[src/rtl/seq_pkg.sv]
// Shared definitions for the serial pattern generator and its matching detector:
// state encoding, default pattern width and the derived length-field width.
package seq_pkg;

   localparam int MAX_LEN_DEF = 8;
   localparam int REP_W_DEF   = 8;
   localparam int GAP_W_DEF   = 4;

   typedef enum logic [1:0] {
      ST_IDLE  = 2'd0,
      ST_SHIFT = 2'd1,
      ST_GAP   = 2'd2,
      ST_DONE  = 2'd3
   } state_t;

   // Width needed to hold a length of 0..max_len inclusive.
   function automatic int len_w(input int max_len);
      return $clog2(max_len + 1);
   endfunction

endpackage

[src/rtl/seq_pattern_gen_if.sv]
// Control/stream bundle between a pattern-generator controller (master) and the generator (slave).
interface seq_pattern_gen_if #(
   parameter int MAX_LEN = seq_pkg::MAX_LEN_DEF,
   parameter int REP_W   = seq_pkg::REP_W_DEF,
   parameter int GAP_W   = seq_pkg::GAP_W_DEF
);
   import seq_pkg::*;

   localparam int LEN_W = len_w(MAX_LEN);

   // load/start are single-cycle requests honoured only while busy is low; abort is honoured
   // in any state. x is meaningful only when valid is high; the stream has no back-pressure.
   logic               load;
   logic               start;
   logic               abort;
   logic [MAX_LEN-1:0] pattern;
   logic [LEN_W-1:0]   len;
   logic [REP_W-1:0]   reps;
   logic [GAP_W-1:0]   gap;
   logic               x;
   logic               valid;
   logic               busy;
   logic               done;
   state_t             state;

   modport master (
      output load, start, abort, pattern, len, reps, gap,
      input  x, valid, busy, done, state
   );

   modport slave (
      input  load, start, abort, pattern, len, reps, gap,
      output x, valid, busy, done, state
   );

endinterface

[src/rtl/seq_piso.sv]
// Parallel-load shift stage: holds the pattern and walks a bit index down from len-1 to 0.
module seq_piso #(
   parameter int MAX_LEN = 8,
   parameter int LEN_W   = 4,
   parameter int CNT_W   = 3
) (
   input  logic               clk,
   input  logic               rst,
   input  logic               ld,
   input  logic [MAX_LEN-1:0] din,
   input  logic [LEN_W-1:0]   len,
   input  logic               shift,
   output logic               bit_out,
   output logic               last
);

   logic [MAX_LEN-1:0] shreg_q, shreg_d;
   logic [CNT_W-1:0]   cnt_q, cnt_d;

   always_comb begin
      shreg_d = shreg_q;
      cnt_d   = cnt_q;
      if (ld) begin
         shreg_d = din;
         cnt_d   = (len == '0) ? '0 : CNT_W'(len - LEN_W'(1));
      end else if (shift && cnt_q != '0) begin
         cnt_d = cnt_q - CNT_W'(1);
      end
   end

   always_ff @(posedge clk or posedge rst) begin
      if (rst) begin
         shreg_q <= '0;
         cnt_q   <= '0;
      end else begin
         shreg_q <= shreg_d;
         cnt_q   <= cnt_d;
      end
   end

   assign bit_out = shreg_q[cnt_q];
   assign last    = (cnt_q == '0);

endmodule

[src/rtl/seq_pattern_gen.sv]
// Serial bit-pattern generator: shifts a programmed pattern out MSB-first, repeated a
// programmed number of times with optional idle gaps between repetitions.
module seq_pattern_gen
   import seq_pkg::*;
#(
   parameter int MAX_LEN = MAX_LEN_DEF,
   parameter int REP_W   = REP_W_DEF,
   parameter int GAP_W   = GAP_W_DEF
) (
   input  logic            clk,
   input  logic            rst,
   seq_pattern_gen_if.slave bus
);

   localparam int LEN_W = len_w(MAX_LEN);
   localparam int CNT_W = (MAX_LEN > 1) ? $clog2(MAX_LEN) : 1;
   localparam logic [LEN_W-1:0] MAX_LEN_V = LEN_W'(MAX_LEN);

   state_t             state_q, state_d;
   logic [MAX_LEN-1:0] pat_q, pat_d;
   logic [LEN_W-1:0]   len_q, len_d;
   logic [REP_W-1:0]   reps_q, reps_d;
   logic [GAP_W-1:0]   gap_q, gap_d;
   logic [REP_W-1:0]   rep_cnt_q, rep_cnt_d;
   logic [GAP_W-1:0]   gap_cnt_q, gap_cnt_d;

   logic               piso_ld, piso_shift, piso_bit, piso_last;
   logic [MAX_LEN-1:0] piso_din;
   logic [LEN_W-1:0]   piso_len;

   logic [LEN_W-1:0]   len_clamp;
   logic [MAX_LEN-1:0] pat_eff;
   logic [LEN_W-1:0]   len_eff;
   logic [REP_W-1:0]   reps_eff;

   // A start coinciding with load must see the freshly presented values, not the old shadow.
   assign len_clamp = (bus.len > MAX_LEN_V) ? MAX_LEN_V : bus.len;
   assign pat_eff   = bus.load ? bus.pattern : pat_q;
   assign len_eff   = bus.load ? len_clamp   : len_q;
   assign reps_eff  = bus.load ? bus.reps    : reps_q;

   always_comb begin
      state_d    = state_q;
      pat_d      = pat_q;
      len_d      = len_q;
      reps_d     = reps_q;
      gap_d      = gap_q;
      rep_cnt_d  = rep_cnt_q;
      gap_cnt_d  = gap_cnt_q;
      piso_ld    = 1'b0;
      piso_shift = 1'b0;
      piso_din   = pat_q;
      piso_len   = len_q;
      if (bus.abort) begin
         state_d = ST_IDLE;
      end else begin
         case (state_q)
            ST_IDLE: begin
               if (bus.load) begin
                  pat_d  = bus.pattern;
                  len_d  = len_clamp;
                  reps_d = bus.reps;
                  gap_d  = bus.gap;
               end
               if (bus.start) begin
                  if (len_eff == '0 || reps_eff == '0) begin
                     state_d = ST_DONE;
                  end else begin
                     state_d   = ST_SHIFT;
                     piso_ld   = 1'b1;
                     piso_din  = pat_eff;
                     piso_len  = len_eff;
                     rep_cnt_d = reps_eff;
                  end
               end
            end
            ST_SHIFT: begin
               if (!piso_last) begin
                  piso_shift = 1'b1;
               end else if (rep_cnt_q > REP_W'(1)) begin
                  rep_cnt_d = rep_cnt_q - REP_W'(1);
                  if (gap_q != '0) begin
                     state_d   = ST_GAP;
                     gap_cnt_d = gap_q;
                  end else begin
                     piso_ld = 1'b1;
                  end
               end else begin
                  state_d   = ST_DONE;
                  rep_cnt_d = '0;
               end
            end
            ST_GAP: begin
               if (gap_cnt_q <= GAP_W'(1)) begin
                  gap_cnt_d = '0;
                  state_d   = ST_SHIFT;
                  piso_ld   = 1'b1;
               end else begin
                  gap_cnt_d = gap_cnt_q - GAP_W'(1);
               end
            end
            ST_DONE: state_d = ST_IDLE;
            default: state_d = ST_IDLE;
         endcase
      end
   end

   always_ff @(posedge clk or posedge rst) begin
      if (rst) begin
         state_q   <= ST_IDLE;
         pat_q     <= '0;
         len_q     <= '0;
         reps_q    <= '0;
         gap_q     <= '0;
         rep_cnt_q <= '0;
         gap_cnt_q <= '0;
      end else begin
         state_q   <= state_d;
         pat_q     <= pat_d;
         len_q     <= len_d;
         reps_q    <= reps_d;
         gap_q     <= gap_d;
         rep_cnt_q <= rep_cnt_d;
         gap_cnt_q <= gap_cnt_d;
      end
   end

   seq_piso #(
      .MAX_LEN (MAX_LEN),
      .LEN_W   (LEN_W),
      .CNT_W   (CNT_W)
   ) u_piso (
      .clk     (clk),
      .rst     (rst),
      .ld      (piso_ld),
      .din     (piso_din),
      .len     (piso_len),
      .shift   (piso_shift),
      .bit_out (piso_bit),
      .last    (piso_last)
   );

   // Outputs decode flops only, so an async reset clears them immediately.
   assign bus.x     = (state_q == ST_SHIFT) && piso_bit;
   assign bus.valid = (state_q == ST_SHIFT);
   assign bus.busy  = (state_q != ST_IDLE);
   assign bus.done  = (state_q == ST_DONE);
   assign bus.state = state_q;

endmodule
[src/flat_wrapper.sv]
// flat-port wrapper written by rule: the top's interface ports become plain ports
module seq_pattern_gen_flat import seq_pkg::*;
#(
   parameter int MAX_LEN = MAX_LEN_DEF,
   parameter int REP_W   = REP_W_DEF,
   parameter int GAP_W   = GAP_W_DEF
)
  (clk, rst, bus_load, bus_start, bus_abort, bus_pattern, bus_len, bus_reps, bus_gap, bus_x, bus_valid, bus_busy, bus_done, bus_state);
  seq_pattern_gen_if #(.MAX_LEN(MAX_LEN), .REP_W(REP_W), .GAP_W(GAP_W)) bus_i ();
  input  logic clk;
  input  logic rst;
  input wire logic [$bits(bus_i.load)-1:0] bus_load;
  input wire logic [$bits(bus_i.start)-1:0] bus_start;
  input wire logic [$bits(bus_i.abort)-1:0] bus_abort;
  input wire logic [$bits(bus_i.pattern)-1:0] bus_pattern;
  input wire logic [$bits(bus_i.len)-1:0] bus_len;
  input wire logic [$bits(bus_i.reps)-1:0] bus_reps;
  input wire logic [$bits(bus_i.gap)-1:0] bus_gap;
  output wire logic [$bits(bus_i.x)-1:0] bus_x;
  output wire logic [$bits(bus_i.valid)-1:0] bus_valid;
  output wire logic [$bits(bus_i.busy)-1:0] bus_busy;
  output wire logic [$bits(bus_i.done)-1:0] bus_done;
  output wire logic [$bits(bus_i.state)-1:0] bus_state;
  assign bus_i.load = bus_load;
  assign bus_i.start = bus_start;
  assign bus_i.abort = bus_abort;
  assign bus_i.pattern = bus_pattern;
  assign bus_i.len = bus_len;
  assign bus_i.reps = bus_reps;
  assign bus_i.gap = bus_gap;
  assign bus_x = bus_i.x;
  assign bus_valid = bus_i.valid;
  assign bus_busy = bus_i.busy;
  assign bus_done = bus_i.done;
  assign bus_state = bus_i.state;
  seq_pattern_gen #(.MAX_LEN(MAX_LEN), .REP_W(REP_W), .GAP_W(GAP_W)) u_core (.clk(clk), .rst(rst), .bus(bus_i));
endmodule
[config.mk]
export PLATFORM = sky130hd
export DESIGN_NAME = seq_pattern_gen_flat
export DESIGN_NICKNAME = d
export VERILOG_FILES = /design/src/rtl/seq_pkg.sv /design/src/rtl/seq_pattern_gen_if.sv /design/src/rtl/seq_piso.sv /design/src/rtl/seq_pattern_gen.sv /design/src/flat_wrapper.sv
export SDC_FILE = /design/constraint.sdc
export NUM_CORES = 1
export LEC_CHECK = 0
export ABC_AREA = 1
export CELL_PAD_IN_SITES_DETAIL_PLACEMENT = 1
export CELL_PAD_IN_SITES_GLOBAL_PLACEMENT = 2
export CORE_MARGIN = 2
export CORE_UTILIZATION = 34
export DETAILED_ROUTE_END_ITERATION = 6
export PLACE_DENSITY_LB_ADDON = 0.1
export SLEW_MARGIN = 10
export SYNTH_ARGS = -nofsm -noshare
export SYNTH_HDL_FRONTEND = slang
export SYNTH_SLANG_ARGS = --single-unit
[constraint.sdc]
create_clock -name clk -period 2.1 [get_ports clk]
set_input_delay 0.63 -clock clk [delete_from_list [all_inputs] [get_ports clk]]
set_output_delay 0.63 -clock clk [all_outputs]
set_load 0.05 [all_outputs]
==> out/metrics.yaml <==
min_to: "u_core.pat_q[7]"
grt_pass1_vias: 3136
fin_crit_sh_pct: 100.0
root_buffer: "clkbuf_8"
path_class: "flop to output port"
cp_cell_sequence: "buf_6 -> a21oi_1 -> o21ai_1 -> a31oi_4 -> buf_12"
final_core_util_pct: 49.38
r2r_end: "u_core.u_piso.cnt_q[2]"
finalCriticalPeriod_ns: 2.100
powerDensity_mw_per_mm2: 1355
fin_nets: 536
cts.sinks: 49
die_w_um: 101.8
avgRoutedWirePerCell_um: 15.02
min-delay-start: "u_core.pat_q[7]"
drt_wl_total_um: 9404
gp_congestion: 0.7439
grtUsageTotal_pct: 19.24
whs_ns: 0.4910
vias: 2978
reg2regPathDepth: 12
synth_edf_count: 0
cts_buffer_depth: 2
routed_via_density: 4.757
h-tree-depth: 2
r2r_setup_slack_ns: 0.08
grt_start_max_net_pins: 41
yosys_warnings: 0
setup_viol: 1
crit_arrival_ns: 1.47
final_area_mm2: 0.004563
clk_latency_ns: 0.31
cpPeakStageDelay_ns: 0.44
cap_viol_max_count: 0
yosysTopAreaCell: "dfrtp_1"
hold_path_depth: 2
drt_pass1_iterations: 4
crit_required_ns: 1.47
synth.ff_latch_count: 49
preCtsSetupSlack_ns: -0.6440
placed_area_mm2: 0.004066
syn_area_mm2: 0.003253
synth.distinct_cells: 42
worst_slack_ns: -0.0003740
io_buffer_count: 34
skew_ns: 0.006192
hold_violations: 0
tightest_slew_ns: 0.3717
die_h_um: 101.8
cts_hold_buf: 0
synth_cells: 407
worst_hold_path_type: "flop to flop"
synthFlopType: "dfrtp_1"
antenna_found_initial: 0
num_rows: 35
fmax_mhz: 476.1
grt_first_pass_wirelength_um: 15700
ys_top_cells_by_count: "nand2_1 (91), inv_1 (61), dfrtp_1 (49)"
cts_tree: "yes"
netlist.area_leader.share_pct: 37.69
leakage_nw: 2.250
status: "complete, but fails checks"
ios: 35
coreArea_mm2: 0.009240
synth_area_leaders: "dfrtp_1 (38%), nand2_1 (11%), inv_1 (7.0%)"
rsz0062_at_grt: "true"
fillers: 1093
synth_nets: 447
cp_max_fo: 5
report.power.total_mw: 6.184
critPathBufInv: 2
slew_viol_final: 0
cts_buffers: 5
yosysSeqAreaShare_pct: 37.69
overflow: 0
initial_utilization_pct: 35.21
synthToLayoutAreaGrowth_pct: 40.27
violations: "setup timing"
cpMaxStageDelayCell: "dfrtp_1"
async_flop_share_pct: 100.0
drc: 0
drt_iter0_drc: 77
drt.antenna.violating_nets: 0
timing.rr.start: "u_core.u_piso.cnt_q[1]"
start_kind: "flop"
vdd_drop_max_v: 0.0008353
dp_hpwl_um: 6696
diodes: 0
max_slew_margin_pct: 74.99
synth_most_common_cell: "nand2_1"
drive_gt1_share_pct: 33.20
endpoint_kind: "output port"
clk_pin_slew_worst_paths_ns: 0.10
synth.avg_cell_area_um2: 7.993
cp_top_family: "flip-flops"
dieArea_mm2: 0.01037
power by group:
group / internal (mW) / switching (mW) / total [mW]
Clock: 0.305 / 0.350 / 0.655
Combinational: 1.65 / 2.18 / 3.83
Sequential: 1.40 / 0.305 / 1.70
state kept, by name, indices dropped and copies added, names as in the netlist:
signal,count
u_core.pat_q,8
u_core.rep_cnt_q,8
u_core.reps_q,8
u_core.u_piso.shreg_q,8
u_core.gap_cnt_q,4
u_core.gap_q,4
u_core.len_q,4
u_core.u_piso.cnt_q,3
u_core.bus.state,2
how the worst max path moves through the flow:
stage                                       from                       end  depth (start not counted)
final                     u_core.u_piso.cnt_q[0]                     bus_x                          5
after CTS                 u_core.u_piso.cnt_q[0]                     bus_x                          6
after global routing      u_core.u_piso.cnt_q[0]                     bus_x                          5
after detailed placement                bus_load    u_core.u_piso.cnt_q[1]                         16
after floorplan              u_core.bus.state[1]                     bus_x                          6
after global placement                  bus_load  u_core.u_piso.shreg_q[1]                         16
cells by family (layout without fill, tap and decap cells):
kind of cell | count (synthesis) | count (layout) | synth area share [%]
DFF | 49 | 49 | 37.69
adders and majority gates | 11 | 11 | 4.231
and+or+nand+nor | 167 | 168 | 27.19
buffers and inverters | 79 | 168 | 11.04
muxes | 1 | 1 | 0.3461
xor gates and xnor gates | 6 | 6 | 1.615
AOI/OAI and AO/OA | 94 | 94 | 17.88
worst reg2reg max path: stages (launching register included):
cell,delay (ns)
dfrtp_1,0.44
buf_4,0.16
inv_1,0.07
ha_1,0.15
nand2_1,0.14
nor2_4,0.17
a22oi_4,0.08
buf_4,0.16
a21oi_4,0.25
nand2_1,0.09
inv_1,0.05
nand2_1,0.07
a21oi_2,0.13
stage by stage:
stage | cells | TNS (ns)
2_1_floorplan | 407 | -1.909
3_3_place_gp | 597 | -11.62
3_5_place_dp | 597 | -13.26
4_1_cts | 615 | -0.02376
5_1_grt | 626 | -0.7093
6_report | 626 | -0.0003740
cells in the final DEF, fill, tap and decap left out, types with 3 or more instances in the layout:
cell type and instances:
o21ai_0 28, buf_4 52, nor2_1 16, nand2_4 21, nor2_2 4, o22ai_1 12
inv_1 57, nand2_1 79, clkdlybuf4s50_1 19, a21oi_1 13, xor2_1 4, nor2_4 8
nand3_2 4, ha_1 9, o21ai_1 17, inv_2 5, buf_12 8, a21oi_2 3
nand2_2 16, buf_6 6, o21ai_2 4, nand3_1 8, dfrtp_1 47, clkbuf_8 7
dlymetal6s2s_1 7
area by class of cell:
type	count	area, µm²	share of cell area (%)
timing repair buffer	94	909.6	19.93
clock buffer	7	96.34	2.111
tap	129	161.4	3.537
inverter	65	261.5	5.731
clock inverter	1	8.758	0.1919
multi-input combinational	280	1888	41.38
sequential	49	1229	26.93
timing repair inverter	1	8.758	0.1919
repair_timing:
item | 4_1_cts | 5_1_grt
gates cloned | 1 | 1
gates resized for setup | 20 | 48
setup buffers | 9 | 10
pin swaps | 11 | 24
setup endpoints to repair | 20 | 23
layer usage:
layer	vias to the layer above	GRT usage, %	wire [µm]
li1	1498	-	-
met1	1444	28.74	4863
met2	34	29.25	4269
met3	2	3.352	231
met4	0	4.103	40
met5	-	0	0
Power figures use the tool's default switching activity.
